--- src/rtl/example_z_collector.sv ---
// Result collector: buffers z samples in a first-word fall-through FIFO for a slower consumer.
// Optional drop counter is enabled with `define EXAMPLE_Z_DROP_CNT_EN; otherwise drop_cnt reads 0.
module example_z_collector #(
  parameter int DATA_W = 8,
  parameter int DEPTH  = 4,
  parameter int CSUM_W = 16
) (
  input  logic                       i_clk,
  input  logic                       i_rst,
  input  logic                       i_in_valid,
  input  logic [DATA_W-1:0]          i_in_data,
  output logic                       o_in_ready,
  output logic                       o_out_valid,
  output logic [DATA_W-1:0]          o_out_data,
  input  logic                       i_out_ready,
  output logic [$clog2(DEPTH):0]     o_count,
  output logic [CSUM_W-1:0]          o_checksum,
  output logic                       o_overflow,
  output logic [15:0]                o_drop_cnt
);

  localparam int PTR_W = $clog2(DEPTH);
  localparam int CNT_W = PTR_W + 1;

  logic [DATA_W-1:0] r_mem [DEPTH];
  logic [PTR_W-1:0]  r_wr_ptr;
  logic [PTR_W-1:0]  r_rd_ptr;
  logic [CNT_W-1:0]  r_count;
  logic [CSUM_W-1:0] r_checksum;
  logic              r_overflow;

  logic w_full;
  logic w_empty;
  logic w_push;
  logic w_pop;
  logic w_drop;

  // Handshakes decode only registered state, so no input reaches an output combinationally.
  assign w_full  = (r_count == CNT_W'(DEPTH));
  assign w_empty = (r_count == '0);
  assign w_push  = i_in_valid && !w_full;
  assign w_pop   = i_out_ready && !w_empty;
  assign w_drop  = i_in_valid && w_full;

  always_ff @(posedge i_clk) begin
    if (w_push && !i_rst) begin
      r_mem[r_wr_ptr] <= i_in_data;
    end
  end

  always_ff @(posedge i_clk) begin
    if (i_rst) begin
      r_wr_ptr   <= '0;
      r_rd_ptr   <= '0;
      r_count    <= '0;
      r_checksum <= '0;
      r_overflow <= 1'b0;
    end else begin
      if (w_push) begin
        r_wr_ptr <= r_wr_ptr + PTR_W'(1);
      end
      if (w_pop) begin
        r_rd_ptr   <= r_rd_ptr + PTR_W'(1);
        r_checksum <= r_checksum + CSUM_W'(r_mem[r_rd_ptr]);
      end
      r_count <= r_count + CNT_W'(w_push) - CNT_W'(w_pop);
      if (w_drop) begin
        r_overflow <= 1'b1;
      end
    end
  end

`ifdef EXAMPLE_Z_DROP_CNT_EN
  logic [15:0] r_drop_cnt;

  always_ff @(posedge i_clk) begin
    if (i_rst) begin
      r_drop_cnt <= '0;
    end else if (w_drop && (r_drop_cnt != 16'hFFFF)) begin
      r_drop_cnt <= r_drop_cnt + 16'd1;
    end
  end

  assign o_drop_cnt = r_drop_cnt;
`else
  assign o_drop_cnt = 16'h0;
`endif

  assign o_in_ready  = !w_full;
  assign o_out_valid = !w_empty;
  assign o_out_data  = r_mem[r_rd_ptr];
  assign o_count     = r_count;
  assign o_checksum  = r_checksum;
  assign o_overflow  = r_overflow;

endmodule

--- config.mk ---
export PLATFORM = sky130hd
export DESIGN_NAME = example_z_collector
export DESIGN_NICKNAME = d
export VERILOG_FILES = /design/src/rtl/example_z_collector.sv
export SDC_FILE = /design/constraint.sdc
export NUM_CORES = 1
export LEC_CHECK = 0
export BUFFER_PORTS_ARGS = -buffer_cell sky130_fd_sc_hd__buf_4
export CAP_MARGIN = 20
export CORE_MARGIN = 2
export CORE_UTILIZATION = 30
export CTS_BUF_LIST = sky130_fd_sc_hd__clkbuf_2
export DETAILED_ROUTE_END_ITERATION = 16
export HOLD_SLACK_MARGIN = 0.02
export PLACE_DENSITY_LB_ADDON = 0.2
export SLEW_MARGIN = 20
export SYNTH_ARGS = -nofsm -noshare
export SYNTH_HDL_FRONTEND = slang
export SYNTH_SLANG_ARGS = --single-unit
--- constraint.sdc ---
create_clock -name i_clk -period 5.3 [get_ports i_clk]
set_input_delay 0 -clock i_clk [delete_from_list [all_inputs] [get_ports i_clk]]
set_output_delay 0 -clock i_clk [all_outputs]
set_load 0.01 [all_outputs]
# == After elaboration in Yosys (flattened, before gate mapping) ==
# Memories as Yosys holds them, arrays and structs flattened. A register that Yosys moved wholly into a read port is not among the register bits.
# Cells that the tools add are included.
# totals
mem_count,1
output_inout_bits,46
word_cells,24
ram_bits,32
regBits,24
# mem_list
name,depth,word_bits,read_ports,rd_clocked_by_memory_dff,wr,line_no,text
r_mem,4,8,1,1,1,25,logic [DATA_W-1:0] r_mem [DEPTH];
# classes
n_eq_ne,1
reduce_logical,8
n_addsub,5
n_mux,4
# op_table
cell,n
16-bit by 8-bit adder with 16-bit output,1
"2-bit by 1-bit adder with 2-bit output, second input constant",2
1-bit logical AND,4
2-bit 2-to-1 mux,2
3-bit by 1-bit adder with 3-bit output,1
"3-bit equality test, second input constant",1
1-bit logical NOT,3
3-bit logical NOT,1
3-bit by 1-bit subtractor with 3-bit output,1
1-bit 2-to-1 mux,2

# == Depth between registers and ports, before layout ==
# Gate-level depths: netlist of the first run.
# depth
depth_word,6
depth_mapped,12
mapped_depth_nobuf,10

# == Least setup slack after synthesis of the first run ==
# OpenSTA, ideal clock, no wires.
# synth_path
path_type,flip-flop to flip-flop
startpoint,register (tool-made name)
endpoint,register r_checksum[14] (netlist: o_checksum[14])
setup_ns,0.121
arrival_time_ns,2.483
required_ns,5.179
slack_ns,2.696
path_stages_with_launch,9
path_buffers,1
path_cell_list,dfxtp_1 > buf_2 > mux4_2 > ha_1 > nor2b_1 > o31a_2 > a21oi_2 > nor4b_1 > mux2_2
# synth_rtl
element,line_no,text
"end signal, assigned",64,r_checksum <= r_checksum + CSUM_W'(r_mem[r_rd_ptr]);
"end, declared",29,logic [CSUM_W-1:0] r_checksum;

==> flow_metrics.py, run 1 <==
metrics = {
    "status": {
        "outcome": "finished clean",
    },
    "cts": {
        "cts_tree": "yes",
        "h-tree-depth": 3,
        "clockBufferDepth": 2,
        "clock-sinks": 58,
        "cts_setup_buffers": 0,
        "clkSlewWorstSetupHoldPaths_ns": 0.21,
        "cts_buffers": 9,
        "insertion_delay_ns": 0.51,
        "cts_root_buf": "clkbuf_2",
    },
    "global_routing": {
        "grt_pass1_wl_um": 8950,
        "grt_max_degree": 30,
        "track_usage": 0.119,
        "overflow": 0,
        "antenna_found_initial": 0,
        "grt_pass1_vias": 1838,
    },
    "pwr": {
        "seqPwrFrac": 0.388,
        "power_mw": 1.54,
        "p_sw_mw": 0.574,
        "power_per_cell_area_mw_per_mm2": 453,
        "swShare": 0.372,
        "internal_power_mw": 0.971,
        "power_leakage_nw": 1.31,
        "peakVddDrop_mv": 0.178,
        "clkPwrFrac": 0.228,
        "power.share.combinational": 0.384,
    },
    "cells_and_area": {
        "nFillCells": 896,
        "diodes": 0,
        "syn2layout_area_growth_pct": 21.3,
        "drive_above_1_share": 0.240,
        "finalNetCount": 323,
        "fin_util": 0.372,
    },
    "route": {
        "vias_per_cell": 4.66,
        "ant_nets": 0,
        "first_pass_iters": 4,
        "drt_iter0_drc": 77,
        "drc": 0,
        "wl_um": 5750,
        "wl_per_cell_um": 14.0,
        "via_count": 1915,
    },
    "timing": {
        "rsz0062_at_grt": "no",
        "min_period_over_period": 0.553,
        "setup_violations": 0,
        "tns_ns": 0,
        "hold_viol": 0,
        "slew_violations": 0,
        "min_period_ns": 2.93,
        "skew_ns": 0.0302,
        "slew_headroom": 0.643,
        "worst_pin_slew_ns": 0.535,
        "fmax_mhz": 341,
    },
    "floorplan": {
        "pin_count": 58,
        "dieArea_mm2": 0.0102,
        "die_y_um": 101,
        "core_mm2": 0.00915,
        "start_util": 0.307,
        "die_width_um": 101,
        "core.rowCount": 35,
    },
    "synthesis": {
        "yosysTopAreaCell": "edfxtp_1",
        "synth.area.top_cells": "edfxtp_1, dfxtp_1, mux4_2",
        "syn_area_mm2": 0.00281,
        "ys_seq_area_frac": 0.527,
        "synth_top_area_share": 0.342,
        "syn_inst": 241,
        "yosys_warnings": 0,
        "ys_ff_latch": 58,
        "syn_avg_cell_area_um2": 11.7,
        "yosysUniqueCellTypes": 45,
    },
    "placed_design": {
        "io_buffer_count": 41,
        "dpl.hpwl_um": 4040,
        "place_congestion": 0.781,
    },
    "worst_setup_path": {
        "crit_type": "flop to flop",
        "endpoint_kind": "flop",
        "worst-r2r-cell-count": 7,
        "startpoint_type": "flop",
        "path_max_fanout": 8,
        "worstPathArrival_ns": 3.34,
        "cp.required_ns": 5.71,
    },
    "min_path": {
        "whs_path_depth": 2,
        "hp-class": "primary input to flop",
    },
    "run": {
        "maxCapViolations": 0,
    },
}
[critical path: stages, from the launching register on]
cell,delay (ns)
dfxtp_1,0.70
mux4_2,0.60
ha_1,0.35
nor2b_1,0.22
o31a_2,0.19
a21oi_2,0.10
nor4b_1,0.30
mux2_2,0.37
[Yosys cell counts, drive strengths merged]
master / instances
o21ai: 9
nor2: 18
buf: 23
nor4b: 2
conb: 1
and3: 2
o31a: 2
mux4: 8
a2111oi: 1
xnor2: 4
fa: 2
edfxtp: 32
a41oi: 1
nor4: 2
clkbuf: 2
nand2: 18
or4: 1
nor2b: 4
inv: 11
o211ai: 3
or3: 8
nand2b: 1
nand3: 6
ha: 14
and2: 5
nand3b: 1
a211oi: 4
a31oi: 3
o21a: 4
xor2: 4
o2111a: 1
nand4: 1
dfxtp: 26
a21oi: 14
nor3: 2
mux2: 1
[power groups by stage]
stage / Clock [mW] / Sequential (mW) / Combinational [mW]
final: 0.352 / 0.599 / 0.594
after global routing: 0.383 / 0.610 / 0.664
after CTS: 0.363 / 0.602 / 0.603
after detailed placement: 0 / 0.612 / 0.591
after global placement: 0 / 0.612 / 0.590
after floorplan: 0 / 0.595 / 0.423
[stage by stage]
step                      hold slack, ns  instances  instance area (um2)  setup WS [ns]
after global placement             0.206        383                 3140           2.37
after global routing               0.199        411                 3410           2.14
final                              0.223        411                 3410           2.37
after detailed placement           0.205        383                 3140           2.37
after floorplan                   0.0989        256                 2870           2.70
after CTS                          0.178        411                 3410           2.32
[cells in the final DEF, fill, tap and decap left out, types with 3 or more instances in the layout]
master and count:
inv_1 10, xnor2_1 4, o211ai_1 3, a21oi_1 13, a211oi_1 4, and2_1 5
edfxtp_1 32, or3_1 7, conb_1 16, o21ai_0 8, a31oi_1 3, nand3_1 6
dfxtp_1 26, xor2_1 4, mux4_2 8, nor2_1 18, clkbuf_2 9, buf_4 41
ha_1 14, nand2_1 17, o21a_1 4, dlygate4sd3_1 12, nor2b_1 4
[area by class of cell]
type / instances / area [um2] / share of cell area
Clock buffer: 9 / 45.0 / 0.0132
Clock inverter: 7 / 101 / 0.0297
Inverter: 11 / 41.3 / 0.0121
Multi-Input combinational cell: 162 / 1170 / 0.344
Sequential cell: 58 / 1480 / 0.435
Tap cell: 111 / 139 / 0.0408
Timing Repair Buffer: 53 / 428 / 0.126
[metal layers]
| layer | GRT usage | part of all wire |
|---|---|---|
| met1 | 0.143 | 0.45 |
| met2 | 0.195 | 0.49 |
| met4 | 0.0695 | 0.021 |
| met5 | 0 | 0 |
| met3 | 0.0284 | 0.040 |
[what timing repair did]
action                    in CTS  in global routing
gates resized for setup        0                  0
hold buffers                  12                  0
hold endpoints to repair      55                  0
[sequential cells by signal, summed over array words and instances, names as in the netlist, named ones only]
name        flops
r_mem          32
r_wr_ptr        2
o_count         3
r_rd_ptr        2
o_checksum     16
o_overflow      1
[worst paths after layout]
| check | end | start | slack (ns) |
|---|---|---|---|
| max | o_checksum[14] | flop | 2.37 |
| min | r_mem[0][2] | i_in_data[2] | 0.22 |
| max reg2reg | o_checksum[14] | flop | 2.37 |
| min reg2reg | o_checksum[3] | o_checksum[3] | 0.49 |
[kinds of logic after synthesis]
logic type / Yosys count / share of synthesized area
and+or+nand+nor: 71 / 0.128
xor gates and xnor gates: 8 / 0.0249
buffers and inverters: 36 / 0.0757
adders and majority gates: 16 / 0.0766
DFF: 58 / 0.527
muxes: 9 / 0.0682
AOI/OAI and AO/OA: 42 / 0.0980
other: 1 / 0.00134
No activity file was read; power rests on OpenSTA's default activity.
==> run 2: changes to the inputs <==
clock period = 2.45 ns   (was 5.3 ns; I/O delays follow)
==> run 2 against run 1 <==
Net effect:
- the run now ends with negative setup slack left
- final cell count is 6.6% higher
- critical path depth is 3 higher
- die area stayed put
- worst setup slack worse by 2.4 ns
- via count is 5.5% higher
- sequential cell count stayed put
- global-route usage is 1.2 points higher
==> flow_metrics.py, run 2 (synthesized netlist as in run 1, its figures left out) <==
metrics = {
    "worst_setup_path": {
        "cpMostUsedCell": "buf_4",
        "r2r_slack_ns": -0.07,
        "path_max_fanout": 4,
        "startpoint_type": "flop",
        "max_stage_delay_ns": 0.54,
        "cp.required_ns": 2.88,
        "r2r-end": "o_checksum[9]",
        "crit_end": "o_checksum[9]",
        "worst-r2r-cell-count": 10,
        "slowest_stage": "mux4_2",
        "endpoint_kind": "flop",
        "worstPathCellList": "buf_12 > mux4_2 > ha_1 > a211oi_1 > buf_4 > o21ai_2 > a21oi_1 > buf_4 > or4_1 > nand2_1",
        "crit_type": "flop to flop",
        "worstPathArrival_ns": 2.95,
    },
    "floorplan": {
        "start_util": 0.307,
        "pin_count": 58,
        "dieArea_mm2": 0.0102,
        "die_width_um": 101,
        "die_y_um": 101,
        "core_mm2": 0.00915,
        "core.rowCount": 35,
    },
    "timing": {
        "hold_viol": 0,
        "min_period_over_period": 1.03,
        "fmax_mhz": 397,
        "rsz0062_at_grt": "yes",
        "holdWs_ns": 0.248,
        "setup_violations": 6,
        "min_period_ns": 2.52,
        "final.setup.worst_slack_ns": -0.0716,
        "skew_ns": 0.0293,
        "slew_violations": 0,
    },
    "cts": {
        "h-tree-depth": 3,
        "clkSlewWorstSetupHoldPaths_ns": 0.18,
        "clock-sinks": 58,
        "cts_root_buf": "clkbuf_2",
        "cts_tree": "yes",
        "clockBufferDepth": 2,
        "insertion_delay_ns": 0.48,
        "cts_buffers": 9,
    },
    "route": {
        "vias_per_cell": 4.61,
        "drt_iter0_drc": 54,
        "ant_nets": 0,
        "wl_um": 6170,
        "drc": 0,
        "via_count": 2021,
        "wl_per_cell_um": 14.1,
        "first_pass_iters": 4,
    },
    "cells_and_area": {
        "top_register": "r_mem",
        "final_cell_mix": "buf_4, edfxtp_1, dfxtp_1",
        "largest_reg_flops": 32,
        "drive_above_1_share": 0.364,
        "final_common_cell": "buf_4",
        "finalNetCount": 351,
        "diodes": 0,
        "syn2layout_area_growth_pct": 32.2,
    },
    "placed_design": {
        "place_congestion": 0.756,
        "io_buffer_count": 41,
        "dpl.hpwl_um": 4340,
    },
    "pwr": {
        "internal_power_mw": 2.32,
        "swShare": 0.363,
        "clkPwrFrac": 0.161,
        "peakVddDrop_mv": 0.304,
        "seqPwrFrac": 0.352,
        "power_per_cell_area_mw_per_mm2": 978,
        "power.share.combinational": 0.487,
        "power_mw": 3.63,
        "power_leakage_nw": 1.44,
        "p_sw_mw": 1.32,
    },
    "global_routing": {
        "grt_pass1_vias": 2035,
        "track_usage": 0.132,
        "grt_pass1_wl_um": 10000,
        "antenna_found_initial": 0,
        "overflow": 0,
        "grt_max_degree": 30,
    },
    "status": {
        "outcome": "finished, violations left",
        "violations": "negative setup slack",
    },
    "min_path": {
        "min-delay-start": "i_in_data[3]",
        "hp-class": "primary input to flop",
    },
    "run": {
        "maxCapViolations": 0,
    },
}
[run 2: changes by cell type in the layout (fill, tap and decap cells not counted), sizes merged]
| cell | before | now |
|---|---|---|
| buf | 41 | 69 |
| clkinv | 1 | 3 |
| bufinv | 2 | 1 |
| inv | 13 | 11 |
[run 2: layer usage]
layer,share of wire,up-vias,global-route usage
met4,0.014,0,0.0717
met3,0.040,8,0.0291
met5,0,-,0
met2,0.49,52,0.212
li1,-,1007,-
met1,0.46,954,0.164
[run 2: timing repair]
item / CTS / global route
hold buffers: 12 / 0
setup endpoints to repair: 11 / 12
cloned: 0 / 0
pin swaps: 9 / 3
gates resized for setup: 11 / 5
hold endpoints to repair: 55 / 0
buffers inserted: 2 / 0
[run 2: layout make-up]
type,count,area [um2]
Tap cell,111,139
Timing Repair Buffer,81,658
Inverter,11,41.3
Fill cell,889,5440
Multi-Input combinational cell,162,1290
Clock buffer,9,45.0
Clock inverter,6,58.8
Sequential cell,58,1490
[run 2: stage by stage]
stage	setup TNS (ns)	area [um2]	setup WS [ns]	cells	utilization
after floorplan	-0.0148	2930	-0.0148	256	-
after global placement	-0.677	3410	-0.153	409	0.372
after detailed placement	-0.866	3410	-0.140	409	0.372
after CTS	-0.284	3690	-0.0918	438	0.404
after global routing	-1.63	3710	-0.206	438	0.406
final	-0.214	3710	-0.0716	438	0.406
[run 2: power groups by stage]
stage | Sequential (mW) | Combinational [mW] | Clock (mW)
2_1_floorplan | 1.30 | 0.987 | 0
3_3_place_gp | 1.30 | 1.64 | 0
3_5_place_dp | 1.30 | 1.67 | 0
4_1_cts | 1.29 | 1.79 | 0.622
5_1_grt | 1.30 | 1.98 | 0.654
6_report | 1.28 | 1.77 | 0.585
[run 2: worst min path at each step]
stage	slack (ns)	to	cells after the start
6_report	0.25	r_mem[0][3]	2
5_1_grt	0.20	r_mem[0][3]	2
4_1_cts	0.18	r_mem[0][3]	2
3_5_place_dp	0.20	r_mem[2][2]	1
3_3_place_gp	0.20	r_mem[3][5]	1
2_1_floorplan	0.1	r_mem[0][0]	0
[run 2: worst max-delay path, delay by kind of cell (launching register included)]
family | cells | cell delay [ns]
compound gates | 3 | 0.28
flops | 1 | 0.40
buf+inv | 3 | 0.42
simple gates | 2 | 0.53
fa+ha+maj | 1 | 0.30
mux | 1 | 0.54
